$ cat config.mk
export PLATFORM = sky130hd
export DESIGN_NAME = uart_rx_fifo
export DESIGN_NICKNAME = d
export VERILOG_FILES = /design/src/rtl/uart_rx_fifo_pkg.sv /design/src/rtl/uart_rx_fifo_mem.sv /design/src/rtl/uart_rx_fifo.sv
export SDC_FILE = /design/constraint.sdc
export NUM_CORES = 1
export LEC_CHECK = 0
export CAP_MARGIN = 20
export CORE_MARGIN = 4
export CORE_UTILIZATION = 61
export CTS_BUF_LIST = sky130_fd_sc_hd__clkbuf_8
export DETAILED_ROUTE_END_ITERATION = 10
export HOLD_SLACK_MARGIN = 0.08
export MAX_ROUTING_LAYER = met4
export PLACE_DENSITY_LB_ADDON = 0.1
export SYNTH_ARGS = -nofsm -noshare
export SYNTH_HDL_FRONTEND = slang
export SYNTH_HIERARCHICAL = 1
export SYNTH_SLANG_ARGS = --single-unit
$ cat constraint.sdc
create_clock -name clk -period 6 [get_ports clk]
set_input_delay 0.9 -clock clk [delete_from_list [all_inputs] [get_ports clk]]
set_output_delay 0.9 -clock clk [all_outputs]
set_load 0.005 [all_outputs]
$ cat src/rtl/uart_rx_fifo_pkg.sv
// Shared defaults and helpers for the UART receive FIFO slice.
package uart_rx_fifo_pkg;

  localparam int DATA_W_DEF = 8;
  localparam int CNT_W_DEF  = 8;

  // Largest value an error counter of the default width can hold.
  localparam int CNT_SAT_MAX_DEF = (1 << CNT_W_DEF) - 1;

  function automatic int addr_w(input int depth);
    return (depth <= 2) ? 1 : $clog2(depth);
  endfunction

endpackage

$ cat src/rtl/uart_rx_fifo_mem.sv
// FIFO storage: register array with synchronous write and combinational read.
module uart_rx_fifo_mem #(
  parameter int DEPTH  = 8,
  parameter int DATA_W = 8,
  parameter int ADDR_W = 3
) (
  input  logic              clk,
  input  logic              we,
  input  logic [ADDR_W-1:0] waddr,
  input  logic [DATA_W-1:0] wdata,
  input  logic [ADDR_W-1:0] raddr,
  output logic [DATA_W-1:0] rdata
);

  logic [DATA_W-1:0] mem [DEPTH];

  always_ff @(posedge clk) begin
    if (we) mem[waddr] <= wdata;
  end

  assign rdata = mem[raddr];

endmodule

$ cat src/rtl/uart_rx_fifo.sv
// Receive byte buffer behind the UART receiver: FWFT FIFO, sticky overflow,
// optional parity/stop error counters enabled by UART_RX_FIFO_ERR_CNT_EN.
module uart_rx_fifo
  import uart_rx_fifo_pkg::*;
#(
  parameter int DEPTH  = 8,
  parameter int DATA_W = DATA_W_DEF,
  parameter int CNT_W  = CNT_W_DEF
) (
  input  logic                       clk,
  input  logic                       rst_n,
  input  logic [DATA_W-1:0]          rx_p_data,
  input  logic                       rx_data_valid,
  input  logic                       rx_par_error,
  input  logic                       rx_stop_error,
  output logic [DATA_W-1:0]          rd_data,
  output logic                       rd_valid,
  input  logic                       rd_ready,
  output logic [$clog2(DEPTH):0]     fifo_count,
  output logic                       overflow,
  input  logic                       ovf_clr,
  output logic [CNT_W-1:0]           par_err_cnt,
  output logic [CNT_W-1:0]           stop_err_cnt,
  input  logic                       cnt_clr
);

  localparam int ADDR_W = addr_w(DEPTH);
  localparam logic [ADDR_W:0] FULL_CNT = (ADDR_W + 1)'(DEPTH);

  logic              dv_q;
  logic [ADDR_W-1:0] wr_ptr, rd_ptr;
  logic [ADDR_W:0]   count_q;
  logic              wr_ev, rd_take, wr_take, ovf_set, full;
  logic [DATA_W-1:0] mem_rdata;

  assign full    = (count_q == FULL_CNT);
  assign rd_valid = (count_q != '0);
  assign wr_ev   = rx_data_valid & ~dv_q;
  assign rd_take = rd_valid & rd_ready;
  // A full FIFO still accepts a byte when the head leaves in the same cycle.
  assign wr_take = wr_ev & (~full | rd_take);
  assign ovf_set = wr_ev & full & ~rd_take;

  // Stage: edge detect, pointers, occupancy and overflow flag
  always_ff @(posedge clk or negedge rst_n) begin
    if (!rst_n) begin
      dv_q     <= 1'b0;
      wr_ptr   <= '0;
      rd_ptr   <= '0;
      count_q  <= '0;
      overflow <= 1'b0;
    end else begin
      dv_q <= rx_data_valid;
      if (wr_take) wr_ptr <= wr_ptr + ADDR_W'(1);
      if (rd_take) rd_ptr <= rd_ptr + ADDR_W'(1);
      case ({wr_take, rd_take})
        2'b10:   count_q <= count_q + (ADDR_W + 1)'(1);
        2'b01:   count_q <= count_q - (ADDR_W + 1)'(1);
        default: count_q <= count_q;
      endcase
      if (ovf_set)      overflow <= 1'b1;
      else if (ovf_clr) overflow <= 1'b0;
    end
  end

  uart_rx_fifo_mem #(
    .DEPTH  (DEPTH),
    .DATA_W (DATA_W),
    .ADDR_W (ADDR_W)
  ) u_mem (
    .clk   (clk),
    .we    (wr_take),
    .waddr (wr_ptr),
    .wdata (rx_p_data),
    .raddr (rd_ptr),
    .rdata (mem_rdata)
  );

  assign fifo_count = count_q;
  // Masked so the read port shows 0 out of reset rather than stale storage.
  assign rd_data    = rd_valid ? mem_rdata : '0;

`ifdef UART_RX_FIFO_ERR_CNT_EN
  localparam logic [CNT_W-1:0] SAT_MAX = {CNT_W{1'b1}};

  logic             pe_q, se_q;
  logic             pe_ev, se_ev;
  logic [CNT_W-1:0] par_cnt_q, stop_cnt_q;

  function automatic logic [CNT_W-1:0] cnt_next(input logic [CNT_W-1:0] cur,
                                                input logic ev,
                                                input logic clr);
    if (clr)                   return ev ? CNT_W'(1) : '0;
    if (ev && cur != SAT_MAX)  return cur + CNT_W'(1);
    return cur;
  endfunction

  assign pe_ev = rx_par_error & ~pe_q;
  assign se_ev = rx_stop_error & ~se_q;

  // Stage: error edge detect and saturating counters
  always_ff @(posedge clk or negedge rst_n) begin
    if (!rst_n) begin
      pe_q       <= 1'b0;
      se_q       <= 1'b0;
      par_cnt_q  <= '0;
      stop_cnt_q <= '0;
    end else begin
      pe_q       <= rx_par_error;
      se_q       <= rx_stop_error;
      par_cnt_q  <= cnt_next(par_cnt_q, pe_ev, cnt_clr);
      stop_cnt_q <= cnt_next(stop_cnt_q, se_ev, cnt_clr);
    end
  end

  assign par_err_cnt  = par_cnt_q;
  assign stop_err_cnt = stop_cnt_q;
`else
  logic unused_err_inputs;
  assign unused_err_inputs = ^{rx_par_error, rx_stop_error, cnt_clr};
  assign par_err_cnt  = '0;
  assign stop_err_cnt = '0;
`endif

endmodule

==> flow_summary_export.csv <==
group,metric,value,unit
outcome,status,"finished, final reports clean",
worst_setup_path,cp.arrival,2810,ps
die,die-area,0.00679,mm2
sta,slew_viol_final,0,
worst_setup_path,critPathBufInv,1,
cts,tritoncts,"done",
die,row_count,26,
sta,hold_violations,0,
logic_synthesis,synth_area,0.00338,mm2
die,io_pins,46,
cts,htreeDepth,3,
cts,clkTransAtPathRegs,70,ps
pwr,power.density,424,mW/mm2
global_routing,use_met3,3.25,%
placed_design,placed_area,0.00360,mm2
drt,routed_wl,5660,um
pwr,p_clk_share,22.7,%
worst_setup_path,ff2ff_path_depth,4,
run,drv_cap,0,
die,die_w,82.4,um
drt,ant_nets,0,
min_path,hp-class,"flip-flop to flip-flop",
layout,nNetsFinal,240,
drt,drt_iter0_drc,84,
pwr,p_sw_share,28.7,%
die,core_area,0.00524,mm2
worst_setup_path,path_cells,"mux4_1 > mux2_2 > and2_1 > clkdlybuf4s50_1",
pwr,p_int,0.00115,W
layout,antennaDiodeCount,0,
logic_synthesis,syn-mean-instance-area,17.5,um2
sta,tns,0,ps
cts,clock-sinks,76,
global_routing,grt_max_degree,19,
sta,timing.final.crit_share,61.8,%
drt,route.detailed.drc,0,
logic_synthesis,yosys_warnings,6,
global_routing,top_usage_layer,"met2",
global_routing,overflow,0,
logic_synthesis,async_reset_ff_share,15.8,%
worst_setup_path,r2r_slack,3660,ps
pwr,p_sw,0.000462,W
logic_synthesis,netlist.area_leader.share,56.9,%
pwr,irDropWorstVdd,220,uV
global_routing,grt_pass1_vias,1625,
worst_setup_path,worstSetupPathType,"flip-flop to output port",
global_routing,globalRouteMet2Util,30.0,%
logic_synthesis,yosys-top-cells-count,"64 x edfxtp_1, 16 x buf_4, 15 x mux4_1",
drt,vias_per_cell,5.78,
cts,numCtsBuffers,9,
global_routing,met1_usage,23.9,%
worst_setup_path,cp_slowest_cell,"dfrtp_1",
cts,postCtsSetupBuffers,0,
layout,regArea,0.00222,mm2
worst_setup_path,crit_family,"multiplexers",
global_routing,grt_use_total,18.8,%
worst_setup_path,critPathLaunchType,"flip-flop",
pwr,p_leak,1.32,nW
logic_synthesis,synth_area_leaders,"edfxtp_1 57%, mux4_1 12%, dfrtp_1 8.9%",
placed_design,hpwl,3630,um
logic_synthesis,synthFlopType,"edfxtp_1",
layout,fill_cells,324,
cts,root_buffer,"clkbuf_8",
sta,rsz0062_at_grt,"false",
logic_synthesis,ys_seq_area_share,65.8,%
worst_setup_path,crit_path_end_kind,"output port",
logic_synthesis,ys_seq_elements,76,
cts,post_cts_resized,0,
min_path,min_to,"wr_ptr[2]",
global_routing,antenna_found_initial,0,
placed_design,io_buffers,26,
logic_synthesis,netlist_instances,193,
sta,fmax,270,MHz
sta,whs,507,ps
logic_synthesis,yosysMostFrequentCell,"edfxtp_1",
drt,dr.pass1.iters,4,
die,dieHeight,82.4,um
sta,min_period,3710,ps
cts,clock_path_buffers,2,
drt,via_count,1710,
layout,final_cell_area,0.00379,mm2
layout,area_growth,12.3,%
sta,slew_headroom,34.2,%
layout,drive_above_1_share,14.2,%
min_path,hp-start,"wr_ptr[2]",
logic_synthesis,ys_types,38,
layout,multi_input_area,0.00101,mm2
worst_setup_path,critPathRequiredTime,5100,ps
min_path,worstHoldPathCells,1,
sta,skew,8.96,ps
cts,insertion_delay,340,ps
drt,routedWlPerCell,19.1,um
worst_setup_path,max_stage_delay,940,ps
pwr,combPwrFrac,30.1,%
global_routing,grt_pass1_wl,8460,um
logic_synthesis,synth-edff-count,64,
worst_setup_path,cp_max_fo,18,
die,start_util,64.5,%
placed_design,gp_congestion,0.862,
pwr,p_seq_share,47.2,%
cts,hold_buffers,0,
worst_setup_path,rr_endpoint,"u_mem/mem[7][2]",
logic_synthesis,yosysTopAreaCell,"edfxtp_1",
worst_setup_path,r2r-start,"fifo_count[0]",
sta,worstMarginPinSlew,983,ps
sta,setup_violations,0,
## per-stage QoR
stage	util, %	total power [W]	cells	worst slack (ps)
finish	72.4	0.00161	296	2290
global route	72.4	0.00169	296	2170
CTS	72.4	0.00162	296	2250
detailed placement	68.8	0.00126	280	2620
global placement	68.8	0.00123	280	2660
floorplan	-	0.00108	208	3480
## cell type report
class	count	share of cell area (%)
Timing Repair Buffer	28	7.26
Multi-Input combinational cell	103	26.5
Clock inverter	7	1.78
Clock buffer	9	3.27
Inverter	3	0.297
Sequential cell	76	58.6
Tap cell	70	2.31
## layout by cell type (no fill, tap or decap), drive strengths merged, types with 5 or more instances in the layout
cell type,netlist,routed
and2,8,8
clkbuf,1,9
clkdlybuf4s50,0,26
conb,1,16
dfrtp,12,12
edfxtp,64,64
mux2,11,11
mux4,16,16
nor2,9,9
xnor2,5,5
## routing by layer
layer  up-vias  routed length, um
li1        776                  -
met4         0                 92
met3         9                403
met2        63               2910
met5         -                  0
met1       862               2250
## power groups by stage
stage	Clock, W	Combinational [W]	Sequential, W
final	0.000365	0.000484	0.000758
after global routing	0.000398	0.000527	0.000769
after CTS	0.000374	0.000491	0.000758
after detailed placement	0	0.000488	0.000769
after global placement	0	0.000466	0.000761
after floorplan	0	0.000394	0.000687
## worst register-to-register path: cells and delay by family, from the launching register on
kind,cells,cell delay [ps]
AO/OA/AOI/OAI,1,290
AND/OR/NAND/NOR,3,1080
flip-flops,1,590
## cell families after synthesis
kind of cell / after synthesis / share of synthesized area (%)
DFF: 76 / 65.8
other: 1 / 0.111
and+or+nand+nor: 37 / 6.00
xor gates and xnor gates: 7 / 1.81
adders and majority gates: 3 / 1.11
AOI/OAI and AO/OA: 13 / 3.07
muxes: 27 / 16.0
buffers and inverters: 29 / 6.11
## state kept, by name (all words and copies together) (netlist names)
register    cells
wr_ptr          3
rd_ptr          3
overflow        1
u_mem/mem      64
dv_q            1
fifo_count      4
## worst max-delay path by stage
| stage | to | slack [ps] | depth (start not counted) | startpoint |
|---|---|---|---|---|
| global route | rd_data[1] | 2170 | 4 | rd_ptr[0] |
| CTS | rd_data[1] | 2250 | 4 | rd_ptr[0] |
| detailed placement | u_mem/mem[7][5] | 2620 | 5 | rd_ready |
| finish | rd_data[1] | 2290 | 4 | rd_ptr[0] |
| floorplan | u_mem/mem[0][0] | 3480 | 5 | rd_ready |
| global placement | rd_data[1] | 2660 | 4 | rd_ptr[0] |
(Power assumes the default switching activity.)
